**src/rtl/shift_add_multiplier_if.sv**
```systemverilog
// ---------------------------------------------------------------------------
// shift_add_multiplier_if
//   Request/response bundle for the shift-and-add multiplier.
//   master : drives start and both operands, observes the result and status.
//   slave  : the multiplier itself.
//   Signals:
//     start        - request a new multiplication (sampled on rising clk)
//     Multiplicand - unsigned operand A, Word_Length bits
//     Multiplier   - unsigned operand B, Word_Length bits
//     Product      - registered A*B, 2*Word_Length bits
//     busy         - high while an iteration sequence is running
//     done         - one-cycle completion pulse
// ---------------------------------------------------------------------------
interface shift_add_multiplier_if #(
  parameter int Word_Length = 8
);
  logic                       start;
  logic [Word_Length-1:0]     Multiplicand;
  logic [Word_Length-1:0]     Multiplier;
  logic [2*Word_Length-1:0]   Product;
  logic                       busy;
  logic                       done;

  modport master (
    output start, Multiplicand, Multiplier,
    input  Product, busy, done
  );

  modport slave (
    input  start, Multiplicand, Multiplier,
    output Product, busy, done
  );
endinterface

```
**src/rtl/shift_add_multiplier.sv**
```systemverilog
// ---------------------------------------------------------------------------
// shift_add_multiplier
//   Sequential unsigned multiplier. The multiplicand sits zero-extended in a
//   2*Word_Length register that shifts left once per iteration; whenever the
//   current multiplier LSB is 1 the shifted multiplicand is added into the
//   accumulator. Exactly Word_Length iterations per product, no early exit.
//   Ports:
//     clk   - rising-edge clock
//     reset - asynchronous active-low reset, clears all state
//     bus   - slave side of shift_add_multiplier_if (start/operands in,
//             Product/busy/done out)
// ---------------------------------------------------------------------------
module shift_add_multiplier #(
  parameter int Word_Length = 8
) (
  input  logic                  clk,
  input  logic                  reset,
  shift_add_multiplier_if.slave bus
);

  localparam int PW = 2 * Word_Length;
  // Wide enough to hold Word_Length so the final increment never wraps.
  localparam int CW = $clog2(Word_Length + 1);

  typedef enum logic [1:0] {
    IDLE = 2'd0,
    RUN  = 2'd1,
    DONE = 2'd2
  } state_t;

  state_t state, state_next;

  logic [PW-1:0]          acc;
  logic [PW-1:0]          mcand;
  logic [PW-1:0]          product_r;
  logic [Word_Length-1:0] mplier;
  logic [CW-1:0]          count;

  logic          accept;
  logic          last_iter;
  logic [PW-1:0] acc_sum;

  // start is honoured only outside RUN; a request during RUN is dropped.
  assign accept    = (state != RUN) && bus.start;
  assign last_iter = (state == RUN) && (count == CW'(Word_Length - 1));
  // Cannot overflow: the full sum of all partial products fits in PW bits.
  assign acc_sum   = acc + (mplier[0] ? mcand : '0);

  // NOTE: sequential state uses non-blocking (<=) so every register samples
  // pre-edge values; blocking here would create order-dependent races.
  always_ff @(posedge clk or negedge reset) begin
    if (!reset) begin
      state <= IDLE;
    end else begin
      state <= state_next;
    end
  end

  // NOTE: every output of this block gets a default first, so no path leaves
  // a value unassigned and no latch is inferred.
  always_comb begin
    state_next = state;
    bus.busy   = 1'b0;
    bus.done   = 1'b0;
    case (state)
      IDLE: begin
        if (bus.start) state_next = RUN;
      end
      RUN: begin
        bus.busy = 1'b1;
        if (last_iter) state_next = DONE;
      end
      DONE: begin
        bus.done   = 1'b1;
        state_next = bus.start ? RUN : IDLE;
      end
      default: state_next = IDLE;
    endcase
  end

  always_ff @(posedge clk or negedge reset) begin
    if (!reset) begin
      acc       <= '0;
      mcand     <= '0;
      mplier    <= '0;
      count     <= '0;
      product_r <= '0;
    end else if (accept) begin
      acc    <= '0;
      mcand  <= {{Word_Length{1'b0}}, bus.Multiplicand};
      mplier <= bus.Multiplier;
      count  <= '0;
    end else if (state == RUN) begin
      acc    <= acc_sum;
      mcand  <= mcand << 1;
      mplier <= mplier >> 1;
      count  <= count + CW'(1);
      // Product includes this iteration's add and holds until the next finish.
      if (last_iter) product_r <= acc_sum;
    end
  end

  assign bus.Product = product_r;

endmodule

```
**src/flat_wrapper.sv**
```systemverilog
// flat-port wrapper written by rule: the top's interface ports become plain ports
module shift_add_multiplier_flat 
#(
  parameter int Word_Length = 8
)
  (clk, reset, bus_start, bus_Multiplicand, bus_Multiplier, bus_Product, bus_busy, bus_done);
  shift_add_multiplier_if #(.Word_Length(Word_Length)) bus_i ();
  input  logic clk;
  input  logic reset;
  input wire logic [$bits(bus_i.start)-1:0] bus_start;
  input wire logic [$bits(bus_i.Multiplicand)-1:0] bus_Multiplicand;
  input wire logic [$bits(bus_i.Multiplier)-1:0] bus_Multiplier;
  output wire logic [$bits(bus_i.Product)-1:0] bus_Product;
  output wire logic [$bits(bus_i.busy)-1:0] bus_busy;
  output wire logic [$bits(bus_i.done)-1:0] bus_done;
  assign bus_i.start = bus_start;
  assign bus_i.Multiplicand = bus_Multiplicand;
  assign bus_i.Multiplier = bus_Multiplier;
  assign bus_Product = bus_i.Product;
  assign bus_busy = bus_i.busy;
  assign bus_done = bus_i.done;
  shift_add_multiplier #(.Word_Length(Word_Length)) u_core (.clk(clk), .reset(reset), .bus(bus_i));
endmodule
```
**config.mk**
```make
export PLATFORM = sky130hd
export DESIGN_NAME = shift_add_multiplier_flat
export DESIGN_NICKNAME = d
export VERILOG_FILES = /design/src/rtl/shift_add_multiplier_if.sv /design/src/rtl/shift_add_multiplier.sv /design/src/flat_wrapper.sv
export SDC_FILE = /design/constraint.sdc
export NUM_CORES = 1
export LEC_CHECK = 0
export ABC_AREA = 1
export CELL_PAD_IN_SITES_DETAIL_PLACEMENT = 1
export CELL_PAD_IN_SITES_GLOBAL_PLACEMENT = 1
export CORE_ASPECT_RATIO = 0.6
export CORE_MARGIN = 2
export CORE_UTILIZATION = 47
export CTS_BUF_LIST = sky130_fd_sc_hd__clkbuf_8
export DETAILED_ROUTE_END_ITERATION = 7
export GPL_TIMING_DRIVEN = 0
export PLACE_DENSITY = 0.86
export SLEW_MARGIN = 5
export SYNTH_ARGS = -nofsm -noshare
export SYNTH_HDL_FRONTEND = slang
export SYNTH_SLANG_ARGS = --single-unit
```
**constraint.sdc**
```tcl
create_clock -name clk -period 5.7 [get_ports clk]
set_input_delay 1.14 -clock clk [delete_from_list [all_inputs] [get_ports clk]]
set_output_delay 1.14 -clock clk [all_outputs]
set_load 0.05 [all_outputs]
```
# Yosys cells after proc, flatten, opt, wreduce, memory -nomap -nowiden
# Cells that the tools add are included.
# op_classes
add_sub_neg,2
n_bitwise,1
reduce_logical,6
eq_ne,6
muxes,15
# op_table
cell,n
$mux W16,5
$add A16 B16 Y16,1
$mux W8,2
$mux W4,2
$pmux W2 S3,1
$add A4 B1 Y4 const B,1
$eq A4 B3 Y1 const B,1
$mux W2,2
$ne A2 B1 Y1 const B,2
$mux W1,3
$reduce_and A3 Y1,1
$eq A2 B1 Y1 const B,1
$eq A2 B2 Y1 const B,1
$logic_and A1 B1 Y1,2
$logic_not A2 Y1,1
$ne A2 B2 Y1 const B,1
$reduce_and A2 Y1,1
$reduce_bool A2 Y1,1
$not A1 Y1,1
# word_totals
out_inout_bits,18
regBits,62

# Longest topological paths before layout
# depth
word_depth,4
ltp_mapped,14

# Worst setup path after synthesis
# Ideal clock, no wire load.
# synth_timing
kind,register -> output
from,register u_core.state[0]
to,output port bus_done
n_path_buf,0
t_arrival_ns,1.049
stages_incl_launch_ff,2
path_slack_ns,3.511
cell_sequence,dfrtp_1 -> nor2_1
# synth_between
elab_chain_cells,2
# synth_lines
item,line_no,source
start: declaration,shift_add_multiplier.sv:31,"state_t state, state_next;"
start signal: assignment,shift_add_multiplier.sv:55,state <= state_next;
$eq A2 B2 Y1,shift_add_multiplier.sv:65,case (state)
$mux W1,shift_add_multiplier.sv:65,
end: declaration,flat_wrapper.sv:15,output wire logic [$bits(bus_i.done)-1:0] bus_done;
# Every way passes these cells.

# Final worst setup path
# layout_timing
from,register u_core.state[1]
to,output port bus_busy
# layout_between
elab_chain_cells,2
# layout_lines
item,line_no,source
$eq A2 B1 Y1,shift_add_multiplier.sv:65,
$mux W1,shift_add_multiplier.sv:65,
end: declaration,flat_wrapper.sv:14,output wire logic [$bits(bus_i.busy)-1:0] bus_busy;
# Every way passes these cells.

==> results.tsv <==
stage	metric	value	unit
logic_synthesis	syn_nets	489	
logic_synthesis	yosysSeqAreaShare	0.443	
logic_synthesis	synth_edf_count	0	
cells_and_area	num-fill-cells	927	
grt	grt_pass1_wl	16800	µm
grt	grt_usage	0.273	
logic_synthesis	synthFlopType	dfrtp_1	
timing	tightest_slew	0.806	ns
timing	fin_tns_setup	0	ns
logic_synthesis	yosys-top-cells-area	dfrtp_1 44%, nand2_1 18%, inv_1 7.8%, ha_1 5.7%, nand3_1 3.1%	
pwr	powerDensity	522	nW/µm²
detailed_routing	vias	3081	
flow_run	drv_cap	0	
cells_and_area	insertedDiodeCount	0	
placement	gp_congestion	0.910	
logic_synthesis	synth_top_area_frac	0.443	
detailed_routing	ant_nets	0	
logic_synthesis	ys.warnings.count	0	
clock_network	cts_buffers	9	
timing	slew_viol_final	0	
die	die_h	70.9	µm
hold_path	holdPathStages	2	
timing	clock.fmax	292	MHz
detailed_routing	first_pass_iters	4	
die	io_pins	37	
clock_network	clock_path_buffers	2	
setup_path	cp-start-kind	flop	
logic_synthesis	avgSynthCellArea	7.73	µm²
cells_and_area	drive_gt1_frac	0.0891	
timing	finalSetupViolCount	0	
clock_network	post_cts_buffers	0	
detailed_routing	drtIter0Drc	178	
logic_synthesis	ys_seq_elements	62	
grt	grt_pass1_vias	3332	
logic_synthesis	netlist_area	3500	µm²
cells_and_area	final_cells	609	
logic_synthesis	synthDistinctLibCells	30	
clock_network	cts-root-buf	clkbuf_8	
detailed_routing	wirelength	9930	µm
hold_path	worstHoldStart	u_core.bus.Product[14]$_DFFE_PN0P_	
logic_synthesis	yosysTopAreaCell	dfrtp_1	
die	initial_utilization	0.484	
placement	dp_hpwl	7670	µm
detailed_routing	routedWlPerCell	16.3	µm
clock_network	htreeDepth	3	
clock_network	clkTransAtPathRegs	0.07	ns
timing	finClkSkew	0.00715	ns
logic_synthesis	async_reset_ff_frac	1.00	
pwr	leakagePower	2.25	nW
die	fp-row-count	24	
die	chipWidth	115	µm
setup_path	cp.arrival	2.29	ns
detailed_routing	avgViaCountPerCell	5.06	
placement	port_buffers	36	
setup_path	reg2reg_to	u_core.bus.Product[15]$_DFFE_PN0P_	
die	core	7240	µm²
clock_network	cts.sinks	62	
setup_path	end_kind	output pin	
clock_network	postCtsHoldBufs	0	
clock_network	post_cts_resized	0	
setup_path	path_class	flop to output pin	
timing	layout_min_cycle_time	3.43	ns
clock_network	clock_latency	0.36	ns
die	die-area	8180	µm²
cells_and_area	regArea	1550	µm²
detailed_routing	drc_errors	0	
logic_synthesis	synth.most_common_cell	nand2_1	
placement	dpl.cell_count	593	
setup_path	cp.required	4.56	ns
hold_path	hp-class	flop to flop	
outcome	status	finished clean	
hold_path	min_to	u_core.bus.Product[14]$_DFFE_PN0P_	
clock_network	cts_tree	yes	
setup_path	rr_worst_depth	13	
timing	rsz0062_at_grt	false	
cells_and_area	nets	536	
cells_and_area	syn_to_final_growth	18.9	%
logic_synthesis	synth_common_cells	172 x nand2_1, 73 x inv_1, 62 x dfrtp_1	
logic_synthesis	postSynthCellCount	453	
pwr	ir_worst_vdd	184	µV
cells_and_area	multi_input_area	1570	µm²
grt	antenna_found_initial	0	
setup_path	r2r_setup_slack	3.25	ns
setup_path	reg2reg_from	u_core.mplier[0]$_DFFE_PN0P_	
grt	grt_max_degree	63	
setup_path	worstPathMaxFanout	10	
timing	finalHoldViolCount	0	
timing	timing.max_slew.rel_slack	0.462	
timing	period_share	0.601	
grt	grt_overflow	0	
[cells in the final DEF (no fill, tap or decap), types with 6 or more instances in the layout]
master and n:
dfrtp_1 62, inv_1 73, o22ai_1 8, o21ai_0 10
o211ai_1 9, buf_2 7, clkdlybuf4s50_1 35, nand3_1 22
clkbuf_8 10, o21ai_1 6, ha_1 16, a21oi_1 9
nand2_1 172, nor2_1 12
[worst max-delay path by stage]
stage                     slack [ns]                         from                            to
after global placement          1.42                        reset  u_core.mplier[3]$_DFFE_PN0P_
after detailed placement        2.67  u_core.state[1]$_DFFE_PN0P_                      bus_busy
after global routing            2.21  u_core.state[1]$_DFFE_PN0P_                      bus_busy
after CTS                       2.27  u_core.state[1]$_DFFE_PN0P_                      bus_busy
final                           2.27  u_core.state[1]$_DFFE_PN0P_                      bus_busy
after floorplan                 3.51  u_core.state[0]$_DFFE_PN0P_                      bus_done
[flip-flops by register name, summed over array words and instances (netlist names)]
name / flops
u_core.state: 2
u_core.mplier: 8
u_core.bus.Product: 16
u_core.count: 4
u_core.mcand: 16
u_core.acc: 16
[worst max-delay path, stage by stage (launching register included)]
cell,delay [ns]
dfrtp_1,0.37
inv_1,0.09
nand2_2,0.08
inv_2,0.09
buf_6,0.15
buf_2,0.28
clkdlybuf4s50_1,0.85
[metal layers]
layer	vias to the layer above	share of wire	track usage
met3	17	0.053	0.0668
li1	1515	-	-
met1	1482	0.50	0.384
met2	67	0.43	0.411
met5	-	0	0
met4	0	0.018	0.0991
[cell families after synthesis]
| kind of cell | synth area share |
|---|---|
| AND/OR/NAND/NOR | 0.272 |
| buffers and inverters | 0.110 |
| flip-flops | 0.443 |
| AO/OA/AOI/OAI | 0.0968 |
| adder cells (fa/ha/maj) | 0.0629 |
| XOR/XNOR | 0.0150 |
[metrics by stage]
step                setup slack (ns)  power [mW]  utilization  cell area (µm²)  hold WS [ns]
floorplan                       3.51        1.47            -             3500         0.453
global placement                1.42        1.76        0.552             3990         0.462
detailed placement              2.67        1.83        0.552             3990         0.467
CTS                             2.27        2.18        0.576             4170         0.486
global route                    2.21        2.33        0.576             4170         0.516
finish                          2.27        2.17        0.576             4170         0.481
[layout make-up]
cell class | instances | share of cell area
multi-input combinational | 301 | 0.376
sequential | 62 | 0.372
timing repair buffer | 36 | 0.0859
inverter | 77 | 0.0700
clock buffer | 10 | 0.0330
tap | 104 | 0.0312
buffer | 13 | 0.0228
clock inverter | 6 | 0.00901
[report_power, final]
| group | switching (mW) | internal (mW) |
|---|---|---|
| clock | 0.186 | 0.167 |
| combinational | 0.721 | 0.368 |
| sequential | 0.115 | 0.617 |
Power figures use the tool's default switching activity.
